**config.mk**
```make
export PLATFORM = sky130hd
export DESIGN_NAME = mul_issue_ctrl
export DESIGN_NICKNAME = d
export VERILOG_FILES = /design/src/rtl/mul_pkg.sv /design/src/rtl/mul_op_fifo.sv /design/src/rtl/mul_issue_ctrl.sv
export SDC_FILE = /design/constraint.sdc
export NUM_CORES = 1
export LEC_CHECK = 0
export CAP_MARGIN = 20
export CORE_MARGIN = 5
export CORE_UTILIZATION = 33
export DETAILED_ROUTE_END_ITERATION = 10
export HOLD_SLACK_MARGIN = 0.08
export PLACE_DENSITY = 0.63
export SETUP_SLACK_MARGIN = 0.1
export SLEW_MARGIN = 30
export SYNTH_ARGS = -nofsm -noshare
export SYNTH_HDL_FRONTEND = slang
export SYNTH_SLANG_ARGS = --single-unit
```
**constraint.sdc**
```tcl
create_clock -name clock -period 9.45 [get_ports clock]
set_clock_uncertainty 0.1 [all_clocks]
set_input_delay 1.89 -clock clock [delete_from_list [all_inputs] [get_ports clock]]
set_output_delay 1.89 -clock clock [all_outputs]
set_load 0.01 [all_outputs]
```
**src/rtl/mul_pkg.sv**
```systemverilog
// Shared types and constants for the multiplier issue front end.
package mul_pkg;

  localparam int unsigned MUL_W      = 32;
  localparam int unsigned PROD_W     = 64;
  localparam int unsigned MUL_CYCLES = 33;

  typedef enum logic [2:0] {
    StIdle,
    StRun,
    StCapt,
    StDone,
    StGap
  } mul_state_e;

endpackage

```
**src/rtl/mul_op_fifo.sv**
```systemverilog
// Synchronous operand FIFO with registered occupancy; pointers wrap modulo DEPTH.
module mul_op_fifo #(
  parameter int unsigned DEPTH = 4,
  parameter int unsigned WIDTH = 64
) (
  input  logic                     clock,
  input  logic                     reset,
  input  logic                     push,
  input  logic [WIDTH-1:0]         wr_data,
  input  logic                     pop,
  output logic [WIDTH-1:0]         rd_data,
  output logic [$clog2(DEPTH):0]   level,
  output logic                     full,
  output logic                     empty
);

  localparam int unsigned PtrW = $clog2(DEPTH);
  localparam int unsigned LvlW = PtrW + 1;

  logic [WIDTH-1:0] mem [DEPTH];
  logic [PtrW-1:0]  wr_ptr;
  logic [PtrW-1:0]  rd_ptr;
  logic             push_ok;
  logic             pop_ok;

  assign full    = (level == LvlW'(DEPTH));
  assign empty   = (level == '0);
  assign push_ok = push && !full;
  assign pop_ok  = pop && !empty;
  assign rd_data = mem[rd_ptr];

  // Storage carries no reset; contents are only observable through valid pointers.
  always_ff @(posedge clock) begin
    if (push_ok) begin
      mem[wr_ptr] <= wr_data;
    end
  end

  always_ff @(posedge clock or posedge reset) begin
    if (reset) begin
      wr_ptr <= '0;
      rd_ptr <= '0;
      level  <= '0;
    end else begin
      if (push_ok) begin
        wr_ptr <= wr_ptr + PtrW'(1);
      end
      if (pop_ok) begin
        rd_ptr <= rd_ptr + PtrW'(1);
      end
      case ({push_ok, pop_ok})
        2'b10:   level <= level + LvlW'(1);
        2'b01:   level <= level - LvlW'(1);
        default: level <= level;
      endcase
    end
  end

endmodule

```
**src/rtl/mul_issue_ctrl.sv**
```systemverilog
// Issues queued operand pairs to the shift-add multiplier core one job at a time
// and returns the captured product on a valid/ready stream.
module mul_issue_ctrl
  import mul_pkg::*;
#(
  parameter int unsigned DEPTH   = 4,
  parameter int unsigned CAP_DLY = 1,
  parameter int unsigned TIMEOUT = 40
) (
  input  logic                     clock,
  input  logic                     reset,
  input  logic                     in_valid,
  output logic                     in_ready,
  input  logic [MUL_W-1:0]         in_mlier,
  input  logic [MUL_W-1:0]         in_mcand,
  output logic                     out_valid,
  input  logic                     out_ready,
  output logic [PROD_W-1:0]        out_prodt,
  output logic                     mul_start,
  output logic [MUL_W-1:0]         mul_mlier,
  output logic [MUL_W-1:0]         mul_mcand,
  input  logic                     mul_valid,
  input  logic [PROD_W-1:0]        mul_prodt,
  output logic                     busy,
  output logic [$clog2(DEPTH):0]   level,
  output logic                     err_timeout
);

  localparam int unsigned CapW  = $clog2(CAP_DLY + 2);
  localparam int unsigned WdogW = $clog2(TIMEOUT + 1);

  mul_state_e        state;
  logic [CapW-1:0]   cap_cnt;
  logic [WdogW-1:0]  wdog;
  logic              push;
  logic              pop;
  logic              full;
  logic              empty;
  logic [2*MUL_W-1:0] rd_data;

  assign in_ready = !full;
  assign push     = in_valid && in_ready;
  assign pop      = (state == StIdle) && !empty;

  mul_op_fifo #(
    .DEPTH (DEPTH),
    .WIDTH (2 * MUL_W)
  ) u_fifo (
    .clock   (clock),
    .reset   (reset),
    .push    (push),
    .wr_data ({in_mlier, in_mcand}),
    .pop     (pop),
    .rd_data (rd_data),
    .level   (level),
    .full    (full),
    .empty   (empty)
  );

  always_ff @(posedge clock or posedge reset) begin
    if (reset) begin
      state       <= StIdle;
      cap_cnt     <= '0;
      wdog        <= '0;
      mul_start   <= 1'b0;
      mul_mlier   <= '0;
      mul_mcand   <= '0;
      out_valid   <= 1'b0;
      out_prodt   <= '0;
      busy        <= 1'b0;
      err_timeout <= 1'b0;
    end else begin
      case (state)
        StIdle: begin
          if (pop) begin
            {mul_mlier, mul_mcand} <= rd_data;
            mul_start <= 1'b1;
            busy      <= 1'b1;
            wdog      <= '0;
            state     <= StRun;
          end
        end
        StRun: begin
          if (mul_valid) begin
            cap_cnt <= CapW'(CAP_DLY);
            state   <= StCapt;
          end else if (wdog == WdogW'(TIMEOUT - 1)) begin
            // Core never answered: drop the job and let it clear during GAP.
            err_timeout <= 1'b1;
            mul_start   <= 1'b0;
            state       <= StGap;
          end else begin
            wdog <= wdog + WdogW'(1);
          end
        end
        StCapt: begin
          if (cap_cnt == '0) begin
            out_prodt <= mul_prodt;
            out_valid <= 1'b1;
            mul_start <= 1'b0;
            state     <= StDone;
          end else begin
            cap_cnt <= cap_cnt - CapW'(1);
          end
        end
        StDone: begin
          if (out_ready) begin
            out_valid <= 1'b0;
            state     <= StGap;
          end
        end
        StGap: begin
          busy  <= 1'b0;
          state <= StIdle;
        end
        default: begin
          mul_start <= 1'b0;
          out_valid <= 1'b0;
          busy      <= 1'b0;
          state     <= StIdle;
        end
      endcase
    end
  end

endmodule
```
---- Word-level counts from Yosys, hierarchy flattened ----
Memory sizes are Yosys's and may differ from the RTL's. A register that Yosys moved wholly into a read port is not among the register bits.
Index checks and enable logic that the tools add are counted.
word-level totals
  bits in registers ....................... 86
  bits in latches ......................... 0
  RAM bits ................................ 256
  memory bits (read-only) ................. 0
  input bits .............................. 133
  output and inout port bits .............. 136
  memories kept ........................... 1
operators by class
  add/subtract/negate cells ............... 6
  multipliers ............................. 0
  div/mod/pow operators ................... 0
  order comparisons ....................... 0
  eq/ne operators ......................... 17
  shift operators ......................... 0
  muxes and demuxes ....................... 25
  bitwise logic cells ..................... 4
  reductions and logical operators ........ 24
memories
  memory      depth  width  rd ports  clocked after Yosys merged registers in  write ports  RTL line           source
  u_fifo.mem  4      64     1         1                                        1            mul_op_fifo.sv:20  logic [WIDTH-1:0] mem [DEPTH];
operators with widths
  operator                                                                count
  6-bit 2-to-1 mux                                                        3
  3-bit 2-to-1 mux                                                        5
  2-bit != test (second input constant)                                   7
  3-bit one-hot mux with 4 select lines                                   1
  6-bit one-hot mux with 2 select lines                                   1
  3-bit AND reduction                                                     3
  1-bit 2-to-1 mux                                                        8
  4-bit AND reduction                                                     2
  6-bit by 1-bit adder with 6-bit output (second input constant)          1
  3-bit by 2-bit equality test with 1-bit output (second input constant)  2
  3-bit equality test (second input constant)                             2
  6-bit equality test (second input constant)                             1
  3-bit logical NOT                                                       2
  3-bit one-hot mux with 2 select lines                                   1
  2-bit AND reduction                                                     3
  2-bit nonzero test                                                      3
  3-bit OR reduction                                                      2
  5-bit AND reduction                                                     1
  2-bit by 1-bit adder with 2-bit output (second input constant)          2
  1-bit logical AND                                                       4
  2-bit 2-to-1 mux                                                        2
  1-bit inverter                                                          4
  1-bit one-hot mux with 4 select lines                                   1
  2-bit one-hot mux with 2 select lines                                   1
  13 further kinds                                                        14

---- Longest topological paths before layout ----
Gate-level depths: netlist of the first run.
  word-level depth ........................ 6
  gate-level depth with buffers ........... 10
  depth with buffers taken out ............ 9

---- Hierarchy ----
A second synthesis of the first run with hierarchy kept.
unflattened totals
  cell total of the unflattened synthesis .. 865
  area total of the unflattened synthesis .. 15,310.9 um^2
by module, submodules not included
  module          times used  cells an instance  area each (um^2)
  mul_op_fifo     1           372                9,659.3
  mul_issue_ctrl  1           493                5,651.7

---- Worst setup path after synthesis of the first run ----
OpenSTA, ideal clock, no wires.
  kind .................................... input-to-reg
  start ................................... input in_valid
  end ..................................... memory u_fifo.mem[0][0], enable pin
  setup time .............................. 0.429 ns
  arrival time ............................ 3.435 ns
  required time ........................... 8.921 ns
  path slack .............................. 5.486 ns
  stages on the path ...................... 1
  path buffers ............................ 0
  cell sequence ........................... and3_1
on the way
  word-level cells in the longest chain between the ends .. 4
ends and longest elaborated chain
  element                                 RTL line              source
  start: declaration                      mul_issue_ctrl.sv:12  input logic in_valid,
  1-bit logical AND                       mul_issue_ctrl.sv:42  assign push = in_valid && in_ready;
  1-bit logical AND                       mul_op_fifo.sv:28     assign push_ok = push && !full;
  1-bit 2-to-1 mux                        mul_op_fifo.sv:34     if (push_ok) begin
  1-bit 2-to-1 mux (not written as such)  mul_op_fifo.sv:35     mem[wr_ptr] <= wr_data;
  end: declaration                        mul_op_fifo.sv:20
No other way between the ends.

---- Final worst setup path of the first run ----
  start ................................... register u_fifo.level[0]
  end ..................................... output in_ready
on the way
  word-level cells in the longest chain between the ends .. 2
ends and longest elaborated chain
  element                   RTL line              source
  start: declaration        mul_op_fifo.sv:12     output logic [$clog2(DEPTH):0] level,
  start signal: assignment  mul_op_fifo.sv:52     2'b10: level <= level + LvlW'(1);
  start signal: assignment  mul_op_fifo.sv:53     2'b01: level <= level - LvlW'(1);
  start signal: assignment  mul_op_fifo.sv:54     default: level <= level;
  3-bit equality test       mul_op_fifo.sv:26     assign full = (level == LvlW'(DEPTH));
  1-bit logical NOT         mul_issue_ctrl.sv:41  assign in_ready = !full;
  end: declaration          mul_issue_ctrl.sv:13  output logic in_ready,
No other way between the ends.

==> flow_metrics.tcl, run 1 <==
set metrics [dict create \
    status "completed" \
    post_cts_buffers 0 \
    final_hold_viol_count 0 \
    grt_pass1_wl_um 51200 \
    antenna_found_initial 5 \
    tns_ns 0 \
    path_clk_slew_ns 0.06 \
    ir_drop_mv 0.156 \
    dp_hpwl_um 21400 \
    detail_route.wl_per_cell_um 19.9 \
    ys_seq_elements 406 \
    synthArstFlopShare_pct 36.9 \
    ff2ff_setup_slack_ns 6.80 \
    fp.dieW_um 225 \
    drtAntennaViolNets 0 \
    worstPathRequired_ns 7.46 \
    postSynthCellCount 734 \
    nNetsFinal 1168 \
    drv_slew 0 \
    timing.slew.headroom_pct 44.8 \
    max-cap-violations 0 \
    crit_path_max_fanout 6 \
    syn_avg_cell_area_um2 20.7 \
    multiInputGateArea_um2 3560 \
    grt_max_degree 88 \
    dp.cells 1580 \
    crit_chain "nor2_1 > nand2_1 > clkdlybuf4s50_1" \
    gp_congestion 0.745 \
    cts_hold_buf 0 \
    htree_num_levels 2 \
    drive_gt1_share_pct 26.7 \
    cts_tree "yes" \
    final_common_cell "clkdlybuf4s50_1" \
    synthDistinctLibCells 44 \
    rsz0062_at_grt "no" \
    max_freq_mhz 261 \
    instances_no_fill 1665 \
    final_cell_mix "clkdlybuf4s50_1 (268), edfxtp_1 (256), dfrtp_1 (148), mux2_2 (129), mux4_2 (64)" \
    fp.dieArea_um2 50400 \
    synthesis.area_um2 15200 \
    setup_viol 0 \
    post-route-worst-setup-slack_ns 5.62 \
    drt_iter0_markers 511 \
    setup.worst_path.start_class "register" \
    cts_inserted_buffers 44 \
    die_h_um 225 \
    fin_crit_ns 3.83 \
    core_area_um2 45500 \
    critPathArrivalTime_ns 1.84 \
    vias_per_cell 4.69 \
    cts_num_sinks 406 \
    power_mw 6.82 \
    ctsResizeCount 0 \
    tightestPinTransition_ns 0.828 \
    synth-edff-count 256 \
    regArea_um2 11400 \
    crit_slowest_cell "clkdlybuf4s50_1" \
    core.rowCount 78 \
    powerDensity_nw_per_um2 337 \
    start_util_pct 33.4 \
    synth_ff_type "edfxtp_1" \
    hold_slack_ns 0.369 \
    grt_usage_pct 13.1 \
    power.leakage_nw 7.26 \
    dp_slack_ns 5.20 \
    num_vias 7810 \
    clockBufferDepth 3 \
    drc 0 \
    grt_pass1_vias 8425 \
    areaGrowthSynthToFinish_pct 33.2 \
    drtPass1Iterations 4 \
    fin_crit_sh_pct 40.5 \
    synth_nets 875 \
    ys_warn_count 0 \
    port_buffers 268 \
    wl_um 33200 \
    worst_setup_path_end_kind "output port" \
    max_stage_delay_ns 0.58 \
    grt_overflow 0 \
    num_io_pins 269 \
    holdCritPathClass "register to register" \
    clockRootBuffer "clkbuf_16" \
    critPathKind "register to output port" \
    ys_seq_area_share_pct 75.3 \
    clock_latency_ns 0.57 \
    fillers 3993 \
]
-- routing by layer --
metal  routed length [um]  track usage (%)  part of all wire [%]
met1                14300             17.4                    43
met2                15700             21.0                    47
met4                  741             4.07                   2.2
met3                 2410             3.69                   7.3
met5                   67                0                  0.20
-- metrics by stage --
stage          area (um^2)  utilization, %
2_1_floorplan        15200               -
3_3_place_gp         18500            40.8
3_5_place_dp         18600            41.0
4_1_cts              20200            44.4
5_1_grt              20200            44.5
6_report             20200            44.5
-- cells in the mapped netlist (4+ instances only) --
cell | n | share of area, %
edfxtp_1 | 256 | 51
dfrtp_1 | 150 | 25
mux2_2 | 129 | 9.6
mux4_2 | 64 | 9.5
buf_2 | 18 | 0.59
nand2_1 | 13 | 0.32
clkbuf_1 | 9 | 0.22
inv_1 | 8 | 0.20
o21ai_0 | 8 | 0.26
ha_1 | 7 | 0.58
nor2_1 | 7 | 0.17
a21oi_1 | 5 | 0.16
and3_1 | 5 | 0.21
nand2b_1 | 5 | 0.21
nand3_1 | 5 | 0.16
nor3_1 | 5 | 0.16
xnor2_1 | 5 | 0.29
buf_6 | 4 | 0.30
-- critical path: cells and delay by family (launching register included) --
family | cells | cell delay (ns)
buf+inv | 1 | 0.58
simple gates | 2 | 0.24
flops | 1 | 0.45
-- cells by family (layout without fill, tap and decap cells) --
family	Yosys count	after routing	share of synthesized area, %
buf+inv	42	371	1.42
flops	406	406	75.3
compound gates	26	26	1.22
fa+ha+maj	8	8	0.708
other cells	0	2	0
xor+xnor	6	6	0.346
mux	195	195	19.2
simple gates	51	51	1.81
-- path summary, 6_finish.rpt --
path | from | end | cells past startpoint
hold / removal | err_timeout | err_timeout | 1
hold reg to reg | err_timeout | err_timeout | 1
setup / recovery | u_fifo.level[0] | in_ready | 3
setup reg to reg | u_fifo.level[0] | u_fifo.level[2] | 8
max in group asynchronous | reset | u_fifo.rd_ptr[1] | 4
min in group asynchronous | reset | out_prodt[20] | 2
-- power breakdown --
group	switching (mW)	total [mW]	internal, mW
Clock	0.690	1.84	1.15
Sequential	0.296	2.76	2.47
Combinational	0.926	2.22	1.30
-- area by class of cell --
type                            instances  area share, %
Antenna cell                            2         0.0247
Clock buffer                           57           5.73
Inverter                                9          0.204
Timing Repair Buffer                  280           14.2
Tap cell                              600           3.71
Clock inverter                         25           2.01
Sequential cell                       406           56.6
Multi-Input combinational cell        286           17.6
-- registers in the layout, summed over array words and instances, names as in the netlist --
| register | cells |
|---|---|
| out_valid | 1 |
| mul_mcand | 32 |
| u_fifo.level | 3 |
| out_prodt | 64 |
| mul_start | 1 |
| wdog | 6 |
| state | 3 |
| cap_cnt | 2 |
| mul_mlier | 32 |
| u_fifo.wr_ptr | 2 |
| err_timeout | 1 |
| busy | 1 |
| u_fifo.mem | 256 |
| u_fifo.rd_ptr | 2 |
(Power assumes the default switching activity.)
==> run 2: changes to the inputs <==
--- a/config.mk
+++ b/config.mk
@@ -10,7 +10,7 @@
 export CORE_UTILIZATION = 33
 export DETAILED_ROUTE_END_ITERATION = 10
 export HOLD_SLACK_MARGIN = 0.08
-export PLACE_DENSITY = 0.63
+export PLACE_DENSITY = 0.65
 export SETUP_SLACK_MARGIN = 0.1
 export SLEW_MARGIN = 30
 export SYNTH_ARGS = -nofsm -noshare
==> constraint.sdc (replaced) <==
create_clock -name clock -period 3.1 [get_ports clock]
set_clock_uncertainty 0.1 [all_clocks]
set_input_delay 0.62 -clock clock [delete_from_list [all_inputs] [get_ports clock]]
set_output_delay 0.62 -clock clock [all_outputs]
set_load 0.01 [all_outputs]
==> flow_metrics.tcl, run 2 (synthesized netlist as in run 1, its figures left out) <==
set metrics [dict create \
    status "completed" \
    setup.worst_path.start_class "register" \
    vias_per_cell 4.70 \
    stdcell_area_um2 20200 \
    p_int_mw 14.7 \
    fillers 3976 \
    critPathKind "register to output port" \
    detail_route.wl_per_cell_um 20.0 \
    worst_setup_path_end_kind "output port" \
    combPwrFrac_pct 33.2 \
    ctsResizeCount 0 \
    clock_latency_ns 0.56 \
    grt_pass1_wl_um 51400 \
    hold_slack_ns 0.390 \
    nNetsFinal 1171 \
    fp.dieW_um 225 \
    rsz0062_at_grt "no" \
    rr_endpoint "u_fifo.level[2]" \
    drv_slew 0 \
    ir_drop_mv 0.692 \
    p_clk_share_pct 25.7 \
    path_depth 3 \
    clockRootBuffer "clkbuf_16" \
    cts_hold_buf 0 \
    antenna_found_initial 6 \
    reg_top3 "u_fifo.mem: 256 flops, out_prodt: 64 flops" \
    wl_um 33300 \
    gp_congestion 0.768 \
    areaGrowthSynthToFinish_pct 33.0 \
    drt_iter0_markers 348 \
    path_clk_slew_ns 0.06 \
    cts_inserted_buffers 45 \
    cp-endpoint "in_ready" \
    crit_chain "nor2_1 > nand2_1 > clkdlybuf4s50_1" \
    setup_viol 0 \
    max_stage_delay_ns 0.59 \
    post_cts_buffers 0 \
    clockBufferDepth 3 \
    dp_slack_ns 0.464 \
    num_io_pins 269 \
    powerDensity_nw_per_um2 1020 \
    largest-register "u_fifo.mem" \
    tightestPinTransition_ns 0.611 \
    power_mw 20.6 \
    core_area_um2 45500 \
    num_vias 7849 \
    grt_usage_pct 13.1 \
    grt_overflow 0 \
    placed_area_um2 18700 \
    largest_register_ffs 256 \
    htree_num_levels 2 \
    ff2ff_path_depth 8 \
    crit_path_max_fanout 6 \
    holdCritPathClass "register to register" \
    ff2ff_setup_slack_ns 0.66 \
    final_hold_viol_count 0 \
    drc 0 \
    tns_ns 0 \
    fin_crit_sh_pct 82.0 \
    startpoint "u_fifo.level[0]" \
    grt_max_degree 98 \
    timing.slew.headroom_pct 59.3 \
    drtAntennaViolNets 0 \
    core.rowCount 78 \
    die_h_um 225 \
    final_common_cell "clkdlybuf4s50_1" \
    start_util_pct 33.4 \
    fin_crit_ns 2.54 \
    max-cap-violations 0 \
    port_buffers 268 \
    critPathArrivalTime_ns 1.82 \
    max_freq_mhz 393 \
    final_cell_mix "clkdlybuf4s50_1 (268), edfxtp_1 (256), dfrtp_1 (148), mux2_2 (129), mux4_2 (64)" \
    drtPass1Iterations 5 \
    dp_hpwl_um 20200 \
    r2r_start "u_fifo.level[0]" \
    post-route-worst-setup-slack_ns 0.557 \
    worstPathRequired_ns 2.38 \
    crit_buf_inv 1 \
    switching_share_pct 28.6 \
    drive_gt1_share_pct 27.1 \
    cts_tree "yes" \
    fp.dieArea_um2 50400 \
    switchingPower_mw 5.88 \
    pwr-share-seq_pct 41.1 \
    cts_num_sinks 406 \
    crit_slowest_cell "clkdlybuf4s50_1" \
    grt_pass1_vias 8368 \
    power.leakage_nw 7.24 \
    cpLargestDelayFamily "buffers and inverters" \
]
## run 2: power groups by stage
| stage | Combinational [mW] | Sequential (mW) | Clock [mW] |
|---|---|---|---|
| 2_1_floorplan | 3.68 | 8.63 | 0 |
| 3_3_place_gp | 6.91 | 8.54 | 0 |
| 3_5_place_dp | 7.00 | 8.60 | 0 |
| 4_1_cts | 7.03 | 8.51 | 5.46 |
| 5_1_grt | 7.37 | 8.68 | 5.70 |
| 6_report | 6.83 | 8.46 | 5.28 |
## run 2: worst min-delay path by stage
stage / from / endpoint / depth (start not counted)
2_1_floorplan: wdog[0] / wdog[0] / 1
3_3_place_gp: err_timeout / err_timeout / 1
3_5_place_dp: err_timeout / err_timeout / 1
4_1_cts: err_timeout / err_timeout / 1
5_1_grt: out_prodt[55] / out_prodt[55] / 1
6_report: mul_mlier[28] / mul_mlier[28] / 1
## run 2: metrics by stage
stage	cells	utilization, %
after detailed placement	1583	41.1
final	1669	44.4
after floorplan	734	-
after global placement	1583	41.1
after CTS	1667	44.4
after global routing	1668	44.4
## run 2: area by class of cell
type	count	area, um^2	area share [%]
sequential	406	11400	56.7
multi-input combinational	286	3560	17.6
timing repair buffer	282	2910	14.4
clock buffer	55	1230	6.07
tap	600	751	3.72
clock inverter	29	255	1.26
inverter	9	38.8	0.192
antenna	2	5.00	0.0248
## run 2: per-layer routing
metal / GRT usage [%] / wire length, um / up-vias
li1: - / - / 3490
met1: 17.7 / 14700 / 4050
met2: 20.6 / 15500 / 251
met3: 4.01 / 2460 / 50
met4: 4.18 / 642 / 8
met5: 0 / 48 / -
==> run 3: changes to the inputs <==
==> constraint.sdc (replaced) <==
create_clock -name clock -period 2.1 [get_ports clock]
set_clock_uncertainty 0.1 [all_clocks]
set_input_delay 0.42 -clock clock [delete_from_list [all_inputs] [get_ports clock]]
set_output_delay 0.42 -clock clock [all_outputs]
set_load 0.01 [all_outputs]
==> flow_metrics.tcl, run 3 (synthesized netlist as in run 1, its figures left out) <==
set metrics [dict create \
    status "completed" \
    cts_tree "yes" \
    reg_top3 "u_fifo.mem: 256 flops, out_prodt: 64 flops" \
    final_hold_viol_count 0 \
    start_util_pct 33.4 \
    setup_viol 0 \
    clockRootBuffer "clkbuf_16" \
    clockBufferDepth 3 \
    worst_setup_path_end_kind "register" \
    max-cap-violations 0 \
    cts_num_sinks 406 \
    grt_pass1_wl_um 52100 \
    powerDensity_nw_per_um2 1470 \
    vias_per_cell 4.68 \
    drc 0 \
    core_area_um2 45500 \
    path_clk_slew_ns 0.06 \
    crit_chain "or3_4 > nand2_4 > inv_4 > ha_4 > fa_2 > xnor2_2 > nor2_1 > xor2_1" \
    gp_congestion 0.784 \
    setup.worst_path.start_class "register" \
    final_cell_mix "edfxtp_1 (256), dfrtp_1 (148), clkdlybuf4s50_1 (146), mux2_2 (129), dlygate4sd2_1 (110)" \
    critPathArrivalTime_ns 2.42 \
    fp.dieW_um 225 \
    stdcell_area_um2 20700 \
    crit_slowest_cell "or3_4" \
    dp_hpwl_um 22600 \
    cts_inserted_buffers 43 \
    worstPathRequired_ns 2.49 \
    drt_iter0_markers 312 \
    die_h_um 225 \
    grt_max_degree 66 \
    gr-usage-met1_pct 17.2 \
    wl_um 34600 \
    core.rowCount 78 \
    largest_register_ffs 256 \
    nNetsFinal 1216 \
    num_vias 8006 \
    tightestPinTransition_ns 0.552 \
    grt_usage_pct 13.3 \
    max_freq_mhz 491 \
    critPathKind "register to register" \
    holdCritPathClass "input pin to asynchronous set/reset pin" \
    regArea_um2 11400 \
    fin_crit_sh_pct 96.9 \
    num_io_pins 269 \
    htree_num_levels 2 \
    cts_hold_buf 0 \
    rsz0062_at_grt "yes" \
    max_stage_delay_ns 0.40 \
    grt_pass1_vias 8726 \
    fin_crit_ns 2.04 \
    power.leakage_nw 7.81 \
    multiInputGateArea_um2 3630 \
    ir_drop_mv 0.876 \
    largest-register "u_fifo.mem" \
    drtPass1Iterations 4 \
    drtAntennaViolNets 0 \
    top_usage_layer "met2" \
    drive_gt1_share_pct 30.9 \
    fp.dieArea_um2 50400 \
    met3_usage_pct 4.03 \
    fillers 3975 \
    placed_area_um2 19200 \
    areaGrowthSynthToFinish_pct 36.1 \
    grt_use_met2_pct 21.7 \
    final_common_cell "edfxtp_1" \
    antenna_found_initial 3 \
    detail_route.wl_per_cell_um 20.2 \
    crit_path_max_fanout 2 \
    grt_overflow 0 \
    tns_ns 0 \
    clock_latency_ns 0.57 \
    port_buffers 268 \
    timing.slew.headroom_pct 62.9 \
    drv_slew 0 \
]
==> run 3: changes by cell type in the layout (fill, tap and decap cells not counted), sizes merged <==
| cell | change |
|---|---|
| clkbuf | +10 |
| bufinv | -1 |
| dlymetal6s2s | +11 |
| diode | -1 |
| clkinvlp | +1 |
| clkdlybuf4s50 | -122 |
| clkinv | -14 |
| dlygate4sd2 | +110 |
| buf | +46 |
==> run 3: layout make-up <==
type / instances / share of cell area (%)
clock buffer: 63 / 6.01
multi-input combinational: 286 / 17.6
tap: 600 / 3.63
sequential: 406 / 55.4
inverter: 9 / 0.206
clock inverter: 15 / 0.841
antenna: 1 / 0.0121
timing repair buffer: 329 / 16.4
==> run 3: report_power, final <==
part           switching [mW]  internal, mW  leakage [nW]
logic                    4.80          5.90          2.98
clock network            3.02          4.48         0.686
registers                1.04          11.1          4.14
total                    8.85          21.5          7.81
==> run 3: timing repair <==
action                     in CTS  in global routing
resized for setup             115                 37
pin swaps                       0                  8
setup endpoints to repair     114                128
setup buffers                   0                  5
gates cloned                    0                  3
==> run 3: final timing paths <==
| kind | from | to | slack, ns | depth (start not counted) |
|---|---|---|---|---|
| max | u_fifo.level[2] | u_fifo.level[2] | 0.06 | 8 |
| min | reset | out_prodt[40] | 0.16 | 3 |
| max reg2reg | u_fifo.level[2] | u_fifo.level[2] | 0.06 | 8 |
| min reg2reg | err_timeout | err_timeout | 0.37 | 1 |
| max in group asynchronous | reset | out_prodt[5] | 1.22 | 4 |
| min in group clock | err_timeout | err_timeout | 0.37 | 1 |
==> run 3: routing by layer <==
metal	up-vias	share of wire (%)	wire, um
li1	3574	-	-
met1	4115	42	14600
met2	250	48	16600
met3	63	7.4	2550
met4	4	2.2	756
met5	-	0.098	34
==> run 3: critical path, delay by kind of cell, from the launching register on <==
family	cells	cell delay (ns)
adders and majority gates	2	0.52
xor gates and xnor gates	2	0.28
and+or+nand+nor	3	0.63
DFF	1	0.38
buffers and inverters	1	0.04
==> run 3: per-stage QoR <==
step / utilization, % / total power [mW] / hold WS, ns / setup slack [ns] / cells
after floorplan: - / 18.1 / 0.378 / -0.309 / 734
after global placement: 42.1 / 23.4 / 0.344 / -0.197 / 1622
after detailed placement: 42.1 / 23.7 / 0.366 / -0.181 / 1622
after CTS: 44.9 / 30.6 / 0.132 / -0.0311 / 1700
after global routing: 45.5 / 32.1 / 0.170 / -0.0162 / 1708
final: 45.5 / 30.3 / 0.164 / 0.0643 / 1709
